==> config.mk <==
export PLATFORM = sky130hd
export DESIGN_NAME = sync_debounce_edge_flat
export DESIGN_NICKNAME = d
export VERILOG_FILES = /design/src/rtl/sync_debounce_edge_pkg.sv /design/src/rtl/sync_debounce_edge_if.sv /design/src/rtl/sync_debounce_edge.sv /design/src/flat_wrapper.sv
export SDC_FILE = /design/constraint.sdc
export NUM_CORES = 1
export LEC_CHECK = 0
export BUFFER_PORTS_ARGS = -buffer_cell sky130_fd_sc_hd__buf_2
export CORE_AREA = 2 2 52 54
export CTS_CLUSTER_DIAMETER = 120
export DETAILED_ROUTE_END_ITERATION = 12
export DIE_AREA = 0 0 54 56
export PLACE_DENSITY = 0.76
export SETUP_SLACK_MARGIN = 0.5
export SLEW_MARGIN = 20
export SYNTH_ARGS = -nofsm -noshare
export SYNTH_HDL_FRONTEND = slang
export SYNTH_SLANG_ARGS = --single-unit
==> constraint.sdc <==
create_clock -name clk -period 2.4 [get_ports clk]
set_clock_uncertainty 0.15 [all_clocks]
set_input_delay 0.36 -clock clk [delete_from_list [all_inputs] [get_ports clk]]
set_output_delay 0.36 -clock clk [all_outputs]
set_load 0.005 [all_outputs]
==> src/rtl/sync_debounce_edge_pkg.sv <==
// Shared types for the debounce/edge-detect block: FSM state encoding.
package sync_debounce_edge_pkg;

    typedef enum logic [1:0] {
        S_LOW      = 2'b00,
        S_CHK_HIGH = 2'b01,
        S_HIGH     = 2'b11,
        S_CHK_LOW  = 2'b10
    } db_state_t;

endpackage

==> src/rtl/sync_debounce_edge_if.sv <==
// Signal bundle between the synchronizer side (master) and the debouncer (slave).
interface sync_debounce_edge_if #(
    parameter int CNT_W = 8
);
    logic             sig_syn;
    logic             cnt_clr;
    logic             level_out;
    logic             rise_pulse;
    logic             fall_pulse;
    logic [CNT_W-1:0] press_cnt;

    modport master (
        output sig_syn,
        output cnt_clr,
        input  level_out,
        input  rise_pulse,
        input  fall_pulse,
        input  press_cnt
    );

    modport slave (
        input  sig_syn,
        input  cnt_clr,
        output level_out,
        output rise_pulse,
        output fall_pulse,
        output press_cnt
    );
endinterface

==> src/rtl/sync_debounce_edge.sv <==
// Debounces a synchronized level, emits one-cycle rise/fall pulses and counts accepted rises.
// Latency: change accepted DEBOUNCE_CYCLES-1 edges after it is first sampled; all outputs registered.
// Backpressure: none; the input is sampled every cycle and the outputs are always valid.
module sync_debounce_edge
    import sync_debounce_edge_pkg::*;
#(
    parameter int DEBOUNCE_CYCLES = 16,
    parameter int CNT_W           = 8
) (
    input  logic                 clk,
    input  logic                 rst_n,
    sync_debounce_edge_if.slave  dbi
);

    localparam int              CW   = $clog2(DEBOUNCE_CYCLES) + 1;
    localparam logic [CW-1:0]   LAST = CW'(DEBOUNCE_CYCLES - 1);

    db_state_t        state_q, state_nxt;
    logic [CW-1:0]    cnt_q, cnt_nxt;
    logic             level_q, level_nxt;
    logic             rise_q, rise_nxt;
    logic             fall_q, fall_nxt;
    logic [CNT_W-1:0] press_q, press_nxt;

    always_ff @(posedge clk or negedge rst_n) begin
        if (!rst_n) begin
            state_q <= S_LOW;
            cnt_q   <= '0;
            level_q <= 1'b0;
            rise_q  <= 1'b0;
            fall_q  <= 1'b0;
            press_q <= '0;
        end else begin
            state_q <= state_nxt;
            cnt_q   <= cnt_nxt;
            level_q <= level_nxt;
            rise_q  <= rise_nxt;
            fall_q  <= fall_nxt;
            press_q <= press_nxt;
        end
    end

    always_comb begin
        state_nxt = state_q;
        cnt_nxt   = cnt_q;
        level_nxt = level_q;
        rise_nxt  = 1'b0;
        fall_nxt  = 1'b0;
        press_nxt = press_q;

        case (state_q)
            S_LOW: begin
                if (dbi.sig_syn) begin
                    state_nxt = S_CHK_HIGH;
                    cnt_nxt   = CW'(1);
                end
            end
            S_CHK_HIGH: begin
                if (!dbi.sig_syn) begin
                    state_nxt = S_LOW;
                    cnt_nxt   = '0;
                end else if (cnt_q == LAST) begin
                    state_nxt = S_HIGH;
                    cnt_nxt   = '0;
                    level_nxt = 1'b1;
                    rise_nxt  = 1'b1;
                    press_nxt = press_q + CNT_W'(1);
                end else begin
                    cnt_nxt = cnt_q + CW'(1);
                end
            end
            S_HIGH: begin
                if (!dbi.sig_syn) begin
                    state_nxt = S_CHK_LOW;
                    cnt_nxt   = CW'(1);
                end
            end
            S_CHK_LOW: begin
                if (dbi.sig_syn) begin
                    state_nxt = S_HIGH;
                    cnt_nxt   = '0;
                end else if (cnt_q == LAST) begin
                    state_nxt = S_LOW;
                    cnt_nxt   = '0;
                    level_nxt = 1'b0;
                    fall_nxt  = 1'b1;
                end else begin
                    cnt_nxt = cnt_q + CW'(1);
                end
            end
            default: begin
                state_nxt = S_LOW;
                cnt_nxt   = '0;
            end
        endcase

        // Clear wins over a same-edge increment: that rise goes uncounted.
        if (dbi.cnt_clr) begin
            press_nxt = '0;
        end
    end

    assign dbi.level_out  = level_q;
    assign dbi.rise_pulse = rise_q;
    assign dbi.fall_pulse = fall_q;
    assign dbi.press_cnt  = press_q;

endmodule

==> src/flat_wrapper.sv <==
// flat-port wrapper written by rule: the top's interface ports become plain ports
module sync_debounce_edge_flat import sync_debounce_edge_pkg::*;
#(
    parameter int DEBOUNCE_CYCLES = 16,
    parameter int CNT_W           = 8
)
  (clk, rst_n, dbi_sig_syn, dbi_cnt_clr, dbi_level_out, dbi_rise_pulse, dbi_fall_pulse, dbi_press_cnt);
  sync_debounce_edge_if #(.CNT_W(CNT_W)) dbi_i ();
  input  logic clk;
  input  logic rst_n;
  input wire logic [$bits(dbi_i.sig_syn)-1:0] dbi_sig_syn;
  input wire logic [$bits(dbi_i.cnt_clr)-1:0] dbi_cnt_clr;
  output wire logic [$bits(dbi_i.level_out)-1:0] dbi_level_out;
  output wire logic [$bits(dbi_i.rise_pulse)-1:0] dbi_rise_pulse;
  output wire logic [$bits(dbi_i.fall_pulse)-1:0] dbi_fall_pulse;
  output wire logic [$bits(dbi_i.press_cnt)-1:0] dbi_press_cnt;
  assign dbi_i.sig_syn = dbi_sig_syn;
  assign dbi_i.cnt_clr = dbi_cnt_clr;
  assign dbi_level_out = dbi_i.level_out;
  assign dbi_rise_pulse = dbi_i.rise_pulse;
  assign dbi_fall_pulse = dbi_i.fall_pulse;
  assign dbi_press_cnt = dbi_i.press_cnt;
  sync_debounce_edge #(.DEBOUNCE_CYCLES(DEBOUNCE_CYCLES), .CNT_W(CNT_W)) u_core (.clk(clk), .rst_n(rst_n), .dbi(dbi_i));
endmodule
==> reports/metrics.csv, run 1 <==
stage;metric;value;unit
sta;grt_setup_unrepaired;yes;
setup_path;critical_path_class;reg -> reg;
pwr;intPower;568.0;µW
synthesis;synth_common_cells;dfrtp_1 (18), a21oi_1 (8), nand2_1 (8);
clock_tree;clock-sinks;18;
placement;place.gp.congestion;0.7889;
clock_tree;cts_buffer_depth;2;
sta;worst_pin_slew;408.0;ps
pwr;switchingPower;354.2;µW
die;die_y;56;µm
die;core;2432;µm²
hold_path;hold_class;in -> reg;
synthesis;async_reset_ff_share;100.0;%
synthesis;synth_xor_xnor_area_share;0;%
run_status;status;complete, no violations;
placement;post-dp-hpwl;1.549;mm
synthesis;postSynthAreaPerCell;10.24;µm²
grt;grt_max_degree;19;
sta;fin_crit;1868;ps
grt;grt_pass1_wl;3.774;mm
sta;finalHoldViolations;0;
clock_tree;cts_root_buf;clkbuf_4;
cells_and_area;area_growth;13.85;%
synthesis;synth_top_area_cell;dfrtp_1;
synthesis;synth_cell_types;36;
pwr;leakagePower;0.5944;nW
synthesis;synthTopCellsByArea;dfrtp_1 (42%), ha_1 (7.0%), a21oi_1 (3.7%);
synthesis;ys.warnings.count;0;
cells_and_area;nNetsFinal;132;
synthesis;ys_seq_area_share;41.91;%
synthesis;synth-compound-area-share;14.20;%
setup_path;required;2470;ps
synthesis;synth.most_common_cell;dfrtp_1;
die;io_pins;15;
cells_and_area;antennaDiodeCount;0;
route;vias_per_cell;6.087;
synthesis;synth-edff-count;0;
route;drtPass1Iterations;4;
synthesis;syn-num-nets;115;
setup_path;arrival;1940;ps
synthesis;synth-adder-area-share;6.985;%
grt;gr-total-overflow;0;
clock_tree;cts_buffers;3;
setup_path;critPathLaunchType;flop;
synthesis;synth_top_area_share;41.91;%
cells_and_area;drive_gt1_share;24.17;%
pwr;comb_power_share;42.0;%
sta;final_max_slew_viol_count;0;
sta;slew_headroom;72.03;%
clock_tree;worstSkewPairLatency;290;ps
setup_path;crit_fanout;7;
pwr;seqPwrFrac;41.7;%
flow_run;drv_cap;0;
pwr;p_clk_share;16.3;%
sta;max_freq;535.4;MHz
grt;track_usage;16.86;%
route;detail-route-antenna-nets;0;
route;wl;2.295;mm
sta;fin_setup_tns;0;ps
synthesis;muxShareOfSynthArea;6.519;%
grt;grt_pass1_vias;841;
cells_and_area;final_cell_area;1224;µm²
pwr;power;922.2;µW
placement;dpl.cell_count;144;
die;die_area;3024;µm²
setup_path;cp-end-kind;flop;
route;wire_per_inst;15.30;µm
synthesis;synth_simple_gate_area_share;25.15;%
route;drtIter0Drc;19;
die;rows;18;
grt;antenna_found_initial;0;
synthesis;syn_area;1075;µm²
sta;holdWs;183.6;ps
synthesis;synthCells;105;
die;die_w;54;µm
sta;min_period_over_period;77.83;%
placement;io_buffer_count;14;
clock_tree;path_clk_slew;100;ps
sta;setup_viol;0;
synthesis;ys_seq_elements;18;
placement;placed_area;1149;µm²
synthesis;synth_top_flop_cell;dfrtp_1;
cells_and_area;fillers;225;
cells_and_area;finalNonFillerCells;150;
die;initial_core_util;44.19;%
pwr;powerDensity;753.6;nW/µm²
synthesis;synth_top_family_by_area;simple AND/OR/NAND/NOR gates;
pwr;switching_share;38.41;%
route;drc;0;
route;num_vias;913;
pwr;ir_drop;0.0006019;V
clock_tree;h-tree-depth;1;
clock_tree;tritoncts;yes;
[metal layers]
| layer | track usage, % | up-vias | part of all wire [%] |
|---|---|---|---|
| met4 | 6.429 | 0 | 1.4 |
| met2 | 27.00 | 43 | 49 |
| li1 | - | 431 | - |
| met1 | 22.22 | 435 | 43 |
| met3 | 2.688 | 4 | 6.4 |
| met5 | 0 | - | 0 |
[path summary, 6_finish.rpt]
| path | endpoint | slack [ps] | startpoint | depth (start not counted) |
|---|---|---|---|---|
| hold reg to reg | u_core.dbi.press_cnt[6]$_DFFE_PN0P_ | 420 | u_core.dbi.press_cnt[6]$_DFFE_PN0P_ | 2 |
| hold / removal | u_core.dbi.press_cnt[3]$_DFFE_PN0P_ | 180 | dbi_cnt_clr | 2 |
| max in group asynchronous | u_core.cnt_q[4]$_DFFE_PN0P_ | 1420 | rst_n | 2 |
| setup reg to reg | u_core.dbi.press_cnt[5]$_DFFE_PN0P_ | 530 | u_core.state_q[1]$_DFFE_PN0P_ | 5 |
| setup / recovery | u_core.dbi.press_cnt[5]$_DFFE_PN0P_ | 530 | u_core.state_q[1]$_DFFE_PN0P_ | 5 |
| min in group asynchronous | u_core.dbi.level_out$_DFFE_PN0P_ | 380 | rst_n | 2 |
[kinds of logic after synthesis]
logic type      after synthesis
mux                           6
compound gates               25
buf+inv                      11
simple gates                 39
fa+ha+maj                     6
flops                        18
[stage by stage]
stage | utilization, % | setup slack (ps)
floorplan | - | 648.1
global placement | 47.22 | 545.7
detailed placement | 47.22 | 458.1
CTS | 49.38 | 547.8
global route | 50.31 | 460.3
finish | 50.31 | 532.2
[registers in the layout (all words and copies together) (netlist names)]
signal and flops:
u_core.dbi.press_cnt 8, u_core.cnt_q 5, u_core.state_q 2, u_core.dbi.fall_pulse 1, u_core.dbi.level_out 1, u_core.dbi.rise_pulse 1
[worst max-delay path: stages (launching register included)]
cell	delay [ps]
dfrtp_1	410
inv_1	110
ha_2	290
nand4_4	160
or4_1	510
a21oi_1	170
[layout make-up]
cell class | count | area [µm²] | share of cell area, %
well taps | 30 | 37.54 | 3.067
inverters | 6 | 22.52 | 1.840
multi-input cells | 77 | 603.1 | 49.28
repair buffers | 16 | 87.58 | 7.157
clock buffers | 3 | 22.52 | 1.840
flip-flops and latches | 18 | 450.4 | 36.81
[cells in the final DEF (no fill, tap or decap), drive strengths merged, types with 4 or more instances in the layout]
| master | instances |
|---|---|
| o21ai | 6 |
| dfrtp | 18 |
| nand4 | 4 |
| mux2 | 5 |
| nand4b | 4 |
| ha | 6 |
| nand3 | 7 |
| nand2 | 8 |
| inv | 6 |
| buf | 15 |
| o31ai | 5 |
| or4 | 4 |
| a21oi | 8 |
[repair_timing]
| item | 4_1_cts | 5_1_grt |
|---|---|---|
| gates resized for setup | 2 | 2 |
| hold endpoints to repair | 18 | 0 |
| setup endpoints to repair | 5 | 6 |
| hold buffers | 1 | 0 |
| setup buffers | 0 | 1 |
| gates cloned | 1 | 0 |
[power groups by stage]
| stage | Combinational, mW | Sequential (mW) | Clock [mW] |
|---|---|---|---|
| floorplan | 0.285 | 0.371 | 0 |
| global placement | 0.336 | 0.375 | 0 |
| detailed placement | 0.350 | 0.381 | 0 |
| CTS | 0.363 | 0.376 | 0.159 |
| global route | 0.447 | 0.388 | 0.168 |
| finish | 0.388 | 0.384 | 0.151 |
(Power assumes the default switching activity.)
==> inputs of run 2 (changes only) <==
==> constraint.sdc (replaced) <==
create_clock -name clk -period 1.8 [get_ports clk]
set_clock_uncertainty 0.15 [all_clocks]
set_input_delay 0.27 -clock clk [delete_from_list [all_inputs] [get_ports clk]]
set_output_delay 0.27 -clock clk [all_outputs]
set_load 0.005 [all_outputs]
==> run 2 against run 1 <==
  * Hold slack lost 77 ps
  * Cell area grew 30%
  * Global-route usage grew 3.4 points
  * Combinational power grew to 2.7 times the previous value
  * Wire length grew 27%
==> reports/metrics.csv, run 2 (synthesis gave the netlist of run 1 again) <==
stage;metric;value;unit;change
placement;io_buffer_count;14;;unchanged
setup_path;cpPeakStageDelay;470;ps;-40 ps
setup_path;worst-r2r-cell-count;5;;unchanged
grt;grt_pass1_vias;988;;+17%
grt;grt_max_degree;19;;unchanged
grt;antenna_found_initial;0;;unchanged
setup_path;cp_common_cell;mux2_4;;
sta;fin_crit;1768;ps;-100.3 ps
clock_tree;cts_buffers;3;;unchanged
setup_path;r2r_end;u_core.state_q[0]$_DFFE_PN0P_;;
die;rows;18;;unchanged
die;die_w;54;µm;unchanged
placement;place.gp.congestion;0.8321;;+5.5%
sta;final_max_slew_viol_count;0;;unchanged
cells_and_area;largest_register_ffs;8;;unchanged
route;wire_per_inst;16.80;µm;+9.8%
setup_path;crit_start;u_core.state_q[0]$_DFFE_PN0P_;;
route;drtIter0Drc;24;;+5
route;drtPass1Iterations;4;;unchanged
setup_path;arrival;1810;ps;-130 ps
setup_path;r2r-start;u_core.state_q[0]$_DFFE_PN0P_;;
route;detail-route-antenna-nets;0;;unchanged
cells_and_area;nNetsFinal;154;;+17%
pwr;powerDensity;1141;nW/µm²;+51%
placement;post-dp-hpwl;1.624;mm;+4.9%
sta;fin_setup_tns;0;ps;unchanged
sta;max_freq;565.8;MHz;+5.7%
clock_tree;clock-sinks;18;;unchanged
die;core;2432;µm²;unchanged
cells_and_area;mostFrequentLayoutCells;buf_4 (16), buf_2 (13), dfrtp_1 (11);;
sta;setup_viol;0;;unchanged
route;vias_per_cell;5.803;;-4.7%
grt;gr-total-overflow;0;;unchanged
route;wl_met3;116;µm;-21%
cells_and_area;antennaDiodeCount;0;;unchanged
setup_path;critPathLaunchType;flop;;
sta;slew_headroom;71.67;%;-0.36 points
setup_path;endpoint;u_core.state_q[0]$_DFFE_PN0P_;;
pwr;ir_drop;0.001091;V;+81%
route;dr_wl_met2;1.539;mm;+37%
clock_tree;worstSkewPairLatency;300;ps;about the same
setup_path;crit_fanout;6;;-1
sta;grt_setup_unrepaired;yes;;
cells_and_area;mostFrequentLayoutCell;buf_4;;
route;wl;2.907;mm;+27%
die;initial_core_util;44.19;%;unchanged
grt;track_usage;20.23;%;+3.4 points
sta;min_period_over_period;98.20;%;+20 points
setup_path;crit_chain;inv_2 -> ha_2 -> mux2_4 -> a21oi_4 -> mux2_4;;
pwr;power;1.820;mW;+97%
grt;grt_pass1_wl;4.540;mm;+20%
clock_tree;cts_buffer_depth;2;;unchanged
cells_and_area;drive_gt1_share;53.85;%;+30 points
setup_path;critical_path_class;reg -> reg;;
clock_tree;tritoncts;yes;;
sta;worst_pin_slew;425.0;ps;+17.07 ps
cells_and_area;area_growth;48.43;%;
setup_path;slowest_stage;dfrtp_2;;
pwr;leakagePower;0.7502;nW;+26%
sta;finalHoldViolations;0;;unchanged
route;drc;0;;unchanged
die;io_pins;15;;unchanged
clock_tree;h-tree-depth;1;;unchanged
route;num_vias;1004;;+10%
setup_path;required;1840;ps;-630 ps
setup_path;cp-end-kind;flop;;
die;die_y;56;µm;unchanged
hold_path;hold_class;in -> reg;;
route;wl_met1;1.222;mm;+23%
clock_tree;path_clk_slew;110;ps;about the same
setup_path;ff2ff_setup_slack;30;ps;-500 ps
run_status;status;complete, no violations;;
route;top_layer;met4;;
clock_tree;cts_root_buf;clkbuf_4;;
die;die_area;3024;µm²;unchanged
flow_run;drv_cap;0;;unchanged
run 2: cell count changes in the layout (fill, tap and decap cells not counted), moves of 3 or more:
cell / change
a21oi_1: -4
a21oi_2: +3
buf_4: +15
buf_6: +8
dfrtp_1: -7
dfrtp_2: +7
ha_1: -3
ha_4: +3
mux2_4: +3
o21ai_0: -5
o21ai_1: +5
run 2: layout make-up:
class | count | area [µm²]
inverter | 6 | 25.02
fill | 189 | 837.1
timing repair buffer | 38 | 285.3
sequential | 18 | 459.2
multi-input combinational | 77 | 752.0
tap | 30 | 37.54
clock buffer | 4 | 36.28
run 2: power breakdown:
group          switching, mW  leakage [nW]  internal [mW]
Clock                  0.132        0.0210          0.123
Sequential            0.0761         0.229          0.457
Combinational          0.476         0.500          0.557
run 2: timing repair:
action                                 4_1_cts  5_1_grt
gates resized for setup                     18       18
gates cloned                                 1        0
setup endpoints to repair                   22       26
pin swaps                                   12       10
buffers inserted                            11        9
endpoints found under the hold margin       18        0
hold buffers                                 1        0
run 2: worst max-delay path, delay by kind of cell (launching register included):
| family | cells | cell delay (ps) |
|---|---|---|
| AO/OA/AOI/OAI | 1 | 140 |
| adder cells (fa/ha/maj) | 1 | 200 |
| buffers and inverters | 1 | 80 |
| multiplexers | 2 | 630 |
| flip-flops | 1 | 470 |
run 2: per-stage QoR:
| stage | utilization [%] | hold slack (ps) | instances | area, µm² | setup slack [ps] |
|---|---|---|---|---|---|
| after global placement | 50.67 | 71.81 | 147 | 1232 | 83.96 |
| final | 65.59 | 106.2 | 173 | 1595 | 32.49 |
| after global routing | 65.59 | 94.37 | 173 | 1595 | -5.304 |
| after floorplan | - | -175.6 | 105 | 1152 | 130.4 |
| after detailed placement | 50.67 | 79.43 | 147 | 1232 | 52.97 |
| after CTS | 59.98 | 88.25 | 164 | 1459 | 56.11 |
run 2: worst min-delay path by stage:
stage                start                                  end  slack, ps  depth (start not counted)
3_5_place_dp         rst_n  u_core.dbi.press_cnt[7]$_DFFE_PN0P_         80                          1
2_1_floorplan        rst_n          u_core.cnt_q[0]$_DFFE_PN0P_       -180                          0
4_1_cts        dbi_cnt_clr  u_core.dbi.press_cnt[4]$_DFFE_PN0P_         90                          2
6_report       dbi_cnt_clr  u_core.dbi.press_cnt[0]$_DFFE_PN0P_        110                          2
5_1_grt        dbi_cnt_clr  u_core.dbi.press_cnt[3]$_DFFE_PN0P_         90                          2
3_3_place_gp         rst_n  u_core.dbi.press_cnt[7]$_DFFE_PN0P_         70                          1
run 2: routing by layer:
layer | vias to the layer above | GRT usage (%)
met3 | 4 | 6.183
li1 | 473 | -
met2 | 25 | 34.49
met5 | - | 0
met4 | 0 | 5.357
met1 | 502 | 23.87
==> inputs of run 3 (changes only) <==
--- a/config.mk
+++ b/config.mk
@@ -5,12 +5,12 @@
 export SDC_FILE = /design/constraint.sdc
 export NUM_CORES = 1
 export LEC_CHECK = 0
-export BUFFER_PORTS_ARGS = -buffer_cell sky130_fd_sc_hd__buf_2
-export CORE_AREA = 2 2 52 54
+export BUFFER_PORTS_ARGS = -buffer_cell sky130_fd_sc_hd__buf_4
+export CORE_AREA = 2 2 48 59
 export CTS_CLUSTER_DIAMETER = 120
 export DETAILED_ROUTE_END_ITERATION = 12
-export DIE_AREA = 0 0 54 56
-export PLACE_DENSITY = 0.76
+export DIE_AREA = 0 0 50 61
+export PLACE_DENSITY = 0.75
 export SETUP_SLACK_MARGIN = 0.5
 export SLEW_MARGIN = 20
 export SYNTH_ARGS = -nofsm -noshare
==> run 3 against run 2 <==
  * Critical endpoint is now u_core.cnt_q[3]$_DFFE_PN0P_
  * Wire length decreased by 1.0%
  * Critical path depth decreased by 1
  * Global-route usage decreased by 0.72 points
  * Core utilization decreased by 1.9 points
==> reports/metrics.csv, run 3 (synthesis gave the netlist of run 1 again) <==
stage;metric;value;unit;change
placement;io_buffer_count;14;;unchanged
sta;grt_setup_unrepaired;yes;;
route;detail-route-antenna-nets;0;;unchanged
placement;place.gp.congestion;0.7827;;-5.9%
pwr;switchingPower;629.5;µW;-7.9%
die;core;2477;µm²;+1.9%
grt;antenna_found_initial;0;;unchanged
die;initial_core_util;43.38;%;-0.80 points
route;wl_met3;124;µm;+6.9%
pwr;p_clk_share;15.5;%;+1.5 points
setup_path;cp-end-kind;flop;;
route;top_layer;met4;;
sta;final_max_slew_viol_count;0;;unchanged
cells_and_area;antennaDiodeCount;0;;unchanged
placement;post-dp-hpwl;1.614;mm;-0.60%
pwr;seqPwrFrac;30.9;%;+1.6 points
setup_path;ff2ff_setup_slack;70;ps;+40 ps
route;drtIter0Drc;16;;-33%
cells_and_area;nNetsFinal;152;;-1.3%
cells_and_area;fillers;205;;+8.5%
setup_path;required;1880;ps;+40 ps
sta;setup_viol;0;;unchanged
route;vias_per_cell;5.724;;-1.4%
clock_tree;h-tree-depth;1;;unchanged
pwr;intPower;1.042;mW;-8.3%
pwr;comb_power_share;53.6;%;-3.1 points
pwr;ir_drop;0.0008731;V;-20%
pwr;leakagePower;0.7351;nW;-2.0%
sta;fin_ws;71.35;ps;+38.86 ps
grt;grt_pass1_wl;4.478;mm;-1.4%
sta;fin_setup_tns;0;ps;unchanged
sta;min_period_over_period;96.04;%;-2.2 points
run_status;status;complete, no violations;;
clock_tree;tritoncts;yes;;
setup_path;crit_fanout;5;;-1
clock_tree;cts_buffer_depth;2;;unchanged
route;drc;0;;unchanged
cells_and_area;mostFrequentLayoutCell;buf_4;;
die;rows;20;;+2
grt;grt_pass1_vias;1001;;+1.3%
setup_path;critPathLaunchType;flop;;
pwr;switching_share;37.65;%;+0.11 points
flow_run;drv_cap;0;;unchanged
clock_tree;worstSkewPairLatency;300;ps;about the same
sta;finalHoldViolations;0;;unchanged
cells_and_area;mostFrequentLayoutCells;buf_4 (29), dfrtp_1 (12), nand2_1 (7);;
sta;fin_crit;1729;ps;-38.86 ps
die;die_w;50;µm;-7.4%
route;dr_wl_met2;1.542;mm;+0.19%
pwr;powerDensity;1060;nW/µm²;-7.1%
route;num_vias;996;;-0.80%
clock_tree;clock-sinks;18;;unchanged
route;wl;2.877;mm;-1.0%
die;die_area;3050;µm²;+0.86%
clock_tree;path_clk_slew;110;ps;about the same
cells_and_area;area_growth;46.80;%;
die;io_pins;15;;unchanged
route;drtPass1Iterations;6;;+2
cells_and_area;drive_gt1_share;53.19;%;-0.65 points
sta;slew_headroom;74.68;%;+3.0 points
hold_path;hold_class;in -> reg;;
cells_and_area;largest_register_ffs;8;;unchanged
setup_path;arrival;1810;ps;about the same
setup_path;critical_path_class;reg -> reg;;
grt;gr-total-overflow;0;;unchanged
die;die_y;61;µm;+8.9%
sta;max_freq;578.5;MHz;+2.2%
route;wire_per_inst;16.53;µm;-1.6%
sta;worst_pin_slew;372.4;ps;-52.64 ps
clock_tree;cts_buffers;3;;unchanged
grt;track_usage;19.51;%;-0.72 points
grt;grt_max_degree;19;;unchanged
placement;place_ws;25.71;ps;-27.26 ps
route;wl_met1;1.159;mm;-5.2%
clock_tree;cts_root_buf;clkbuf_4;;
[run 3: changes by cell type in the layout (fill, tap and decap cells not counted), sizes merged]
| cell | before | now |
|---|---|---|
| buf | 37 | 35 |
[run 3: path summary, 6_finish.rpt]
path,from,end,cells after the start
max in group asynchronous,rst_n,u_core.state_q[0]$_DFFE_PN0P_,2
worst max register to register,u_core.state_q[0]$_DFFE_PN0P_,u_core.cnt_q[3]$_DFFE_PN0P_,4
worst max-delay path,u_core.state_q[0]$_DFFE_PN0P_,u_core.cnt_q[3]$_DFFE_PN0P_,4
worst min-delay path,dbi_cnt_clr,u_core.dbi.press_cnt[3]$_DFFE_PN0P_,2
worst min register to register,u_core.dbi.press_cnt[6]$_DFFE_PN0P_,u_core.dbi.press_cnt[6]$_DFFE_PN0P_,2
min in group asynchronous,rst_n,u_core.dbi.press_cnt[5]$_DFFE_PN0P_,2
[run 3: stage by stage]
step / instances / utilization [%] / total power [mW] / instance area (µm²) / hold slack, ps
after floorplan: 105 / - / 1.031 / 1152 / -175.6
after global placement: 150 / 51.31 / 1.100 / 1271 / 3.873
after detailed placement: 150 / 51.31 / 1.133 / 1271 / 7.178
after CTS: 168 / 59.44 / 1.554 / 1473 / 45.70
after global routing: 174 / 63.69 / 1.794 / 1578 / 28.54
final: 174 / 63.69 / 1.672 / 1578 / 46.06
[run 3: cell type report]
class	instances	area (µm²)	share of cell area, %
clock buffers	4	36.28	2.300
multi-input cells	77	724.4	45.92
well taps	33	41.29	2.617
flip-flops and latches	18	457.9	29.02
inverters	6	22.52	1.427
repair buffers	36	295.3	18.72
[run 3: timing repair]
action,in CTS,in global routing
setup buffers,12,6
hold buffers,1,0
pin swaps,10,7
resized for setup,12,17
endpoints found under the hold margin,18,0
endpoints found under the setup margin,23,26
gates cloned,1,0
[run 3: layer usage]
layer | up-vias | GRT usage, %
li1 | 472 | -
met1 | 489 | 21.68
met2 | 29 | 36.47
met3 | 6 | 2.956
met4 | 0 | 9.524
met5 | - | 0
[run 3: critical path, stage by stage, from the launching register on]
cell      delay [ps]
dfrtp_2          460
ha_2             240
mux2_4           310
or3_1            330
o211ai_1         170
[run 3: power by group through the flow]
stage,combinational [mW],sequential [mW],clock [mW]
6_report,0.896,0.517,0.260
5_1_grt,0.986,0.524,0.285
4_1_cts,0.781,0.514,0.258
3_5_place_dp,0.607,0.526,0
3_3_place_gp,0.578,0.522,0
2_1_floorplan,0.516,0.516,0
